<file path="config.mk">
export PLATFORM = sky130hd
export DESIGN_NAME = countdown_ctrl
export DESIGN_NICKNAME = d
export VERILOG_FILES = /design/src/rtl/countdown_ctrl.sv
export SDC_FILE = /design/constraint.sdc
export NUM_CORES = 1
export LEC_CHECK = 0
export CAP_MARGIN = 20
export CORE_AREA = 2 2 86 88
export DETAILED_ROUTE_END_ITERATION = 10
export DIE_AREA = 0 0 88 90
export PLACE_DENSITY = 0.83
export SKIP_CTS_REPAIR_TIMING = 1
export SLEW_MARGIN = 20
export SYNTH_ARGS = -nofsm -noshare
export SYNTH_HDL_FRONTEND = slang
export SYNTH_SLANG_ARGS = --single-unit
</file>
<file path="constraint.sdc">
create_clock -name clk -period 6 [get_ports clk]
set_clock_uncertainty 0.15 [all_clocks]
set_input_delay 1.2 -clock clk [delete_from_list [all_inputs] [get_ports clk]]
set_output_delay 1.2 -clock clk [all_outputs]
set_load 0.02 [all_outputs]
</file>
<file path="src/rtl/countdown_ctrl.sv">
// countdown_ctrl: HH-MM-SS BCD countdown timer with button-driven preset editing.
// Ports: clk, rst (sync, active-high), sec_tick, btn_mode/inc/start/clr (1-clk pulses);
//        edit_val/run_val (32b BCD with 4'hb separators), state (edit digit), go, finish.
// Build option: define COUNTDOWN_DONE_TIMEOUT_EN to auto-exit DONE after DONE_TIMEOUT ticks.
module countdown_ctrl #(
  parameter int DONE_TIMEOUT = 30
) (
  input  logic        clk,
  input  logic        rst,
  input  logic        sec_tick,
  input  logic        btn_mode,
  input  logic        btn_inc,
  input  logic        btn_start,
  input  logic        btn_clr,
  output logic [31:0] edit_val,
  output logic [31:0] run_val,
  output logic [3:0]  state,
  output logic        go,
  output logic        finish
);

  typedef enum logic [1:0] {
    S_EDIT,
    S_RUN,
    S_PAUSE,
    S_DONE
  } fsm_t;

  // Digits are stored packed as six nibbles:
  // [23:20] h10 [19:16] h1 [15:12] m10 [11:8] m1 [7:4] s10 [3:0] s1.
  // The separator nibbles only exist at the output.
  fsm_t        r_fsm;
  logic [23:0] r_edit;
  logic [23:0] r_run;
  logic [3:0]  r_sel;
  logic        r_go;
  logic        r_fin;

  logic [23:0] w_edit_inc;
  logic [23:0] w_run_dec;
  logic        w_edit_zero;
  logic        w_dec_zero;
  logic [3:0]  w_sel_next;

`ifdef COUNTDOWN_DONE_TIMEOUT_EN
  localparam int TW = (DONE_TIMEOUT < 2) ? 1 : $clog2(DONE_TIMEOUT + 1);
  logic [TW-1:0] r_tmo;
`else
  logic w_unused_cfg;
  assign w_unused_cfg = (DONE_TIMEOUT != 0);
`endif

  function automatic logic [31:0] f_fmt(input logic [23:0] d);
    return {d[23:16], 4'hb, d[15:8], 4'hb, d[7:0]};
  endfunction

  // One-second BCD decrement; callers guarantee a nonzero input.
  function automatic logic [23:0] f_dec(input logic [23:0] d);
    logic [3:0] h10, h1, m10, m1, s10, s1;
    {h10, h1, m10, m1, s10, s1} = d;
    if (s1 != 4'd0) begin
      s1 = s1 - 4'd1;
    end else begin
      s1 = 4'd9;
      if (s10 != 4'd0) begin
        s10 = s10 - 4'd1;
      end else begin
        s10 = 4'd5;
        if (m1 != 4'd0) begin
          m1 = m1 - 4'd1;
        end else begin
          m1 = 4'd9;
          if (m10 != 4'd0) begin
            m10 = m10 - 4'd1;
          end else begin
            m10 = 4'd5;
            if (h1 != 4'd0) begin
              h1 = h1 - 4'd1;
            end else begin
              h1  = 4'd9;
              h10 = h10 - 4'd1;
            end
          end
        end
      end
    end
    return {h10, h1, m10, m1, s10, s1};
  endfunction

  // Increment only the selected nibble; tens-of-minutes/seconds wrap at 5.
  always_comb begin
    w_edit_inc = r_edit;
    for (int k = 1; k <= 6; k++) begin
      if (r_sel == 4'(k)) begin
        if (((k == 2) || (k == 4)) ? (r_edit[4*(k-1) +: 4] >= 4'd5)
                                   : (r_edit[4*(k-1) +: 4] >= 4'd9))
          w_edit_inc[4*(k-1) +: 4] = 4'd0;
        else
          w_edit_inc[4*(k-1) +: 4] = r_edit[4*(k-1) +: 4] + 4'd1;
      end
    end
  end

  assign w_sel_next  = (r_sel == 4'd0) ? 4'd6 : r_sel - 4'd1;
  assign w_edit_zero = (r_edit == 24'd0);
  assign w_run_dec   = f_dec(r_run);
  assign w_dec_zero  = (w_run_dec == 24'd0);

  always_ff @(posedge clk) begin
    if (rst) begin
      r_fsm  <= S_EDIT;
      r_edit <= '0;
      r_run  <= '0;
      r_sel  <= '0;
      r_go   <= 1'b0;
      r_fin  <= 1'b0;
`ifdef COUNTDOWN_DONE_TIMEOUT_EN
      r_tmo  <= '0;
`endif
    end else if (btn_clr) begin
      r_fsm <= S_EDIT;
      r_run <= '0;
      r_sel <= '0;
      r_go  <= 1'b0;
      r_fin <= 1'b0;
    end else begin
      case (r_fsm)
        S_EDIT: begin
          if (btn_start) begin
            if (!w_edit_zero) begin
              r_run <= r_edit;
              r_sel <= '0;
              r_go  <= 1'b1;
              r_fsm <= S_RUN;
            end
          end else if (btn_mode) begin
            r_sel <= w_sel_next;
          end else if (btn_inc) begin
            r_edit <= w_edit_inc;
          end
        end
        S_RUN: begin
          // A start press wins over a coincident tick: that tick is lost.
          if (btn_start) begin
            r_fsm <= S_PAUSE;
          end else if (sec_tick) begin
            if (w_dec_zero) begin
              r_run <= '0;
              r_go  <= 1'b0;
              r_fin <= 1'b1;
              r_fsm <= S_DONE;
`ifdef COUNTDOWN_DONE_TIMEOUT_EN
              r_tmo <= '0;
`endif
            end else begin
              r_run <= w_run_dec;
            end
          end
        end
        S_PAUSE: begin
          if (btn_start)
            r_fsm <= S_RUN;
        end
        S_DONE: begin
          if (btn_start || btn_mode || btn_inc) begin
            r_fin <= 1'b0;
            r_go  <= 1'b0;
            r_fsm <= S_EDIT;
          end
`ifdef COUNTDOWN_DONE_TIMEOUT_EN
          else if (sec_tick) begin
            if (r_tmo == TW'(DONE_TIMEOUT - 1)) begin
              r_fin <= 1'b0;
              r_fsm <= S_EDIT;
            end else begin
              r_tmo <= r_tmo + 1'b1;
            end
          end
`endif
        end
        default: begin
          r_fsm <= S_EDIT;
        end
      endcase
    end
  end

  assign edit_val = f_fmt(r_edit);
  assign run_val  = f_fmt(r_run);
  assign state    = r_sel;
  assign go       = r_go;
  assign finish   = r_fin;

endmodule

</file>
==> out/summary.txt, run 1 <==
Hold Violations, Final - 0
CP max FO - 18
Diodes inserted - 0
Initial DRC count - 529
P&R area growth vs syn - 17.7%
Count leader, synth - nor2_1
Final Wtd Congestion - 0.897
Peak supply drop - 114 uV
Tcrit/Tclk final - 60.8%
Max Fclk - 0.274 GHz
Average cell area after synthesis - 7.79 um2
Buffers and inverters on the worst path - 1
Fin Setup TNS - 0 ps
Area leader, netlist - dfxtp_1
Fraction of layout cells with a size suffix above 1 - 6.53%
Cell Area, Placed - 0.00429 mm2
Worst slew pin tran - 996 ps
Antenna violations before repair - 0
Total GRT Usage - 24.8%
Initial Util - 53.2%
Post-synth EDFFs - 0
DP HPWL - 7100 um
Reg2Reg Depth - 8
Lkg Pwr - 1.62 nW
CTS tree - built
Crit-path cells - clkdlybuf4s50_1, or4b_4, nor3b_1, nand3_1, nor3_1, a21oi_1, nor2_1
Final Critical Period - 3650 ps
Global-route wire length before repair - 15,800 um
# nets final - 557
Die Area - 0.00792 mm2
Hold_sp - finish
Top cell type's share of synthesized area - 30.0%
Hold crit path type - register to register
Setup-failing EPs final - 0
Crit Path Class - primary input to register
Clock transition at path regs - 100 ps
Htree depth - 2
CTS Sinks - 56
Worst setup path start - btn_start
# IOs - 77
Status - finished clean
Reg2reg start - r_edit[5]
Startpoint Class - primary input
Routed vias/inst - 5.90
WP data required - 6090 ps
Max Slew Vio Count - 0
# port buffers - 60
Final Instance Area - 0.00440 mm2
Worst R2R End - r_run[20]
Worst Setup End Kind - register
Crit-path max cell delay - 690 ps
Skew-Pair Late Insertion Delay - 310 ps
DRC viols - 0
Die height - 90 um
Setup slack, reg-to-reg - 2930 ps
Max-Cap Viols - 0
Wire per inst - 15.9 um
Cell area after synthesis - 0.00374 mm2
Power per cell area - 150 mW/mm2
Cell family with most CP delay - simple AND/OR/NAND/NOR gates
Yosys warns - 0
Mapped Cells - 480
Post-DRT Antenna Nets - 0
DRT Wirelength - 9870 um
Slack of the critical path - 2350 ps
Max-slew headroom - 33.6%
Synth cell types - 64
Largest net degree at the start of global routing - 34
Ys async rst share - 0%
Synthesis-stage register bit count - 56
Area contributors post-synth - dfxtp_1 (30%), ha_1 (10%), nor2_1 (6.1%)
CP Depth - 7
Num CTS Buffers - 5
CP max stage cell - clkdlybuf4s50_1
Vias post-DR - 3,657
Die width - 88 um
Core area - 0.00702 mm2
Post-synth top cells - nor2_1 (61), dfxtp_1 (56), nand2_1 (40), a21oi_1 (36), o21ai_0 (34)
Unrepaired setup endpoints after global routing - false
Setup crit end - r_edit[13]
Vias in the first global route - 3,193
Seq/Total Area, Yosys - 30.0%
Total gr overflow - 0
DRT Pass-1 Iters - 5
Primary FF master, synth - dfxtp_1
Placement Setup Slack - 2020 ps
Root buffer cell - clkbuf_8
Rows - 31
Critical path arrival - 3740 ps
Worst-case clock buffer depth - 2
[metrics by stage]
stage	power (mW)	hold slack, ps	utilization [%]	std cells
final	0.661	346	62.7	620
after global routing	0.682	356	62.7	620
after CTS	0.663	351	62.7	620
after detailed placement	0.420	326	61.1	612
after global placement	0.420	317	61.1	612
after floorplan	0.417	382	-	494
[worst min-delay path by stage]
stage               end  slack, ps  cells past startpoint
2_1_floorplan  r_fsm[0]        380                      2
3_3_place_gp     finish        320                      1
3_5_place_dp     finish        330                      1
4_1_cts          finish        350                      1
5_1_grt          finish        360                      1
6_report         finish        350                      1
[registers in the layout, summed over array words and instances (netlist names)]
| signal | cells |
|---|---|
| go | 1 |
| r_fsm | 2 |
| finish | 1 |
| state | 4 |
| r_run | 24 |
| r_edit | 24 |
[worst register-to-register path, stage by stage (launching register included)]
cell and delay [ps]:
dfxtp_1 420, inv_1 140, ha_1 150, nor4b_1 240, nand3_1 210, o211ai_1 560, and2_1 740, o21ai_0 240
a21oi_1 170
[cells by family (layout without fill, tap and decap cells)]
family	after synthesis	after routing	share of synthesized area [%]
adders and majority gates	30	30	10.0
buffers and inverters	66	93	8.60
AOI/OAI and AO/OA	116	116	19.3
and+or+nand+nor	193	193	27.7
DFF	56	56	30.0
xor gates and xnor gates	10	10	2.34
other	2	16	0.201
muxes	7	7	1.91
[cells in the final DEF (no fill, tap or decap), types with 14 or more instances in the layout]
master and instances:
a21oi_1 36, clkdlybuf4s50_1 60, conb_1 16, dfxtp_1 56, ha_1 30, inv_1 24
nand2_1 40, nand3_1 15, nor2_1 61, nor3_1 14, o21ai_0 34
[power breakdown]
part           internal, mW  switching (mW)
clock                 0.124           0.125
combinational        0.0110          0.0271
sequential            0.372         0.00153
[layer usage]
metal,GRT usage [%],wire length (um)
met5,0,0
met4,7.18,216
met3,5.05,891
met2,39.5,4650
met1,33.6,4110
[area by class of cell]
type	instances	area, um2
clock buffers	6	72.6
repair buffers	61	608
flip-flops and latches	56	1120
inverters	24	90.1
well taps	99	124
fillers	617	2620
multi-input cells	372	2350
clock inverters	2	35.0
Note: power is estimated with default switching activity, not from simulation.
==> run 2: changes to the inputs <==
CORE_AREA = 2 2 93 95   (was 2 2 86 88)
DIE_AREA = 0 0 95 97   (was 0 0 88 90)
PLACE_DENSITY = 0.75   (was 0.83)
clock period = 3.05 ns   (was 6 ns; I/O delays follow)
==> run 2 against run 1 <==
Compared with the run above:
- first-iteration DRC count shrank 55%
- sequential power grew 97%
- critical path type is now register to register
- combinational power grew 110%
- final area grew 2.3%
- die area grew 16%
- via count shrank 1.6%
==> out/summary.txt, run 2 (synthesized netlist as in run 1, its figures left out) <==
Startpoint Class - register
Num CTS Buffers - 5 (unchanged)
Fin Setup TNS - 0 ps (unchanged)
Filler Cells Inserted - 760 (+23%)
Root buffer cell - clkbuf_8
Rows - 33 (+6.5%)
CP max FO - 12 (-6)
Initial DRC count - 238 (-55%)
# port buffers - 60 (unchanged)
Fraction of layout cells with a size suffix above 1 - 9.33% (+2.8 points)
Final Critical Period - 2690 ps
Most frequent cells in the layout - nor2_1 (61), clkdlybuf4s50_1 (60), dfxtp_1 (56), nand2_1 (40), a21oi_1 (36)
WP data required - 3120 ps (-2970 ps)
Total GRT Usage - 23.1% (-1.7 points)
Unrepaired setup endpoints after global routing - false
Crit Path Class - register to register
Post-route insts no fill - 641 (+3.4%)
Critical path arrival - 2750 ps (-990 ps)
Hold Violations, Final - 0 (unchanged)
Clock transition at path regs - 100 ps (about the same)
Routed vias/inst - 5.62 (-4.8%)
Largest net degree at the start of global routing - 33 (-2.9%)
DP Cell Count - 634 (+3.6%)
Die width - 95 um (+8.0%)
Post-DRT Antenna Nets - 0 (unchanged)
Tcrit/Tclk final - 88.1%
Initial Util - 45.9% (-7.3 points)
Die height - 97 um (+7.8%)
Worst Setup End Kind - register
Hold crit path type - register to register
DRC viols - 0 (unchanged)
Lkg Pwr - 1.68 nW (+3.8%)
Max-slew headroom - 28.2% (-5.4 points)
Diodes inserted - 0 (unchanged)
DRT Wirelength - 10,400 um (+5.4%)
Htree depth - 2 (unchanged)
Most common cell after layout, fill and taps aside - nor2_1
Max Fclk - 0.372 GHz
Antenna violations before repair - 0 (unchanged)
Status - finished clean
Setup-failing EPs final - 0 (unchanged)
Die Area - 0.00922 mm2 (+16%)
Skew-Pair Late Insertion Delay - 320 ps (about the same)
Max Slew Vio Count - 0 (unchanged)
DRT Pass-1 Iters - 4 (-1)
CTS Sinks - 56 (unchanged)
Total gr overflow - 0 (unchanged)
Global-route wire length before repair - 17,100 um (+7.8%)
Final Wtd Congestion - 0.858 (-4.3%)
Vias post-DR - 3,600 (-1.6%)
# nets final - 573 (+2.9%)
P&R area growth vs syn - 20.5%
# IOs - 77 (unchanged)
DP HPWL - 7600 um (+7.1%)
Worst-case clock buffer depth - 2 (unchanged)
CTS tree - built
Max-Cap Viols - 0 (unchanged)
Peak supply drop - 153 uV (+34%)
Core area - 0.00813 mm2 (+16%)
Worst slew pin tran - 1080 ps (+80.5 ps)
Power per cell area - 272 mW/mm2 (+81%)
Vias in the first global route - 3,369 (+5.5%)
Wire per inst - 16.2 um (+1.9%)
## run 2: cell types whose count changed in the layout (fill, tap and decap cells not counted)
| cell | change |
|---|---|
| buf_4 | +16 |
| bufinv_16 | -1 |
| clkbuf_1 | -1 |
| clkinvlp_4 | +1 |
## run 2: worst paths after layout
check | start | to | slack [ps] | cells past startpoint
hold / removal | finish | finish | 350 | 1
setup reg to reg | r_run[1] | r_run[13] | 360 | 8
setup / recovery | r_run[1] | r_run[13] | 360 | 8
hold reg to reg | finish | finish | 350 | 1
## run 2: power by group
group	internal [mW]	switching (mW)
Combinational	0.0251	0.0550
Sequential	0.732	0.00311
Clock	0.157	0.253
## run 2: cell type report
cell class | count | area (um2) | area share, %
multi-input combinational | 372 | 2350 | 52.2
sequential | 56 | 1120 | 24.9
timing repair buffer | 77 | 728 | 16.2
tap | 105 | 131 | 2.92
inverter | 24 | 90.1 | 2.00
clock buffer | 5 | 68.8 | 1.53
clock inverter | 2 | 12.5 | 0.278
## run 2: layer usage
metal,routed length (um),part of all wire (%),vias to the layer above,global-route usage (%)
li1,-,-,1783,-
met1,4790,46,1689,32.5
met2,4850,47,111,36.7
met3,546,5.3,17,3.58
met4,215,2.1,0,6.02
met5,0,0,-,0
## run 2: per-stage QoR
stage / power, mW / util [%] / setup slack [ps] / hold WS, ps / area [um2]
finish: 1.23 / 55.3 / 364 / 348 / 4500
global placement: 0.831 / 54.3 / 218 / 322 / 4420
detailed placement: 0.832 / 54.3 / 174 / 326 / 4420
floorplan: 0.820 / - / 447 / 382 / 3790
global route: 1.27 / 55.3 / 233 / 373 / 4500
CTS: 1.23 / 55.3 / 379 / 351 / 4500
## run 2: critical path, cell delays in order, from the launching register on
cell	delay [ps]
dfxtp_1	360
inv_1	110
ha_1	180
or3b_4	490
or4_4	560
nor4_4	190
mux2i_1	240
a211oi_2	80
a31o_2	220
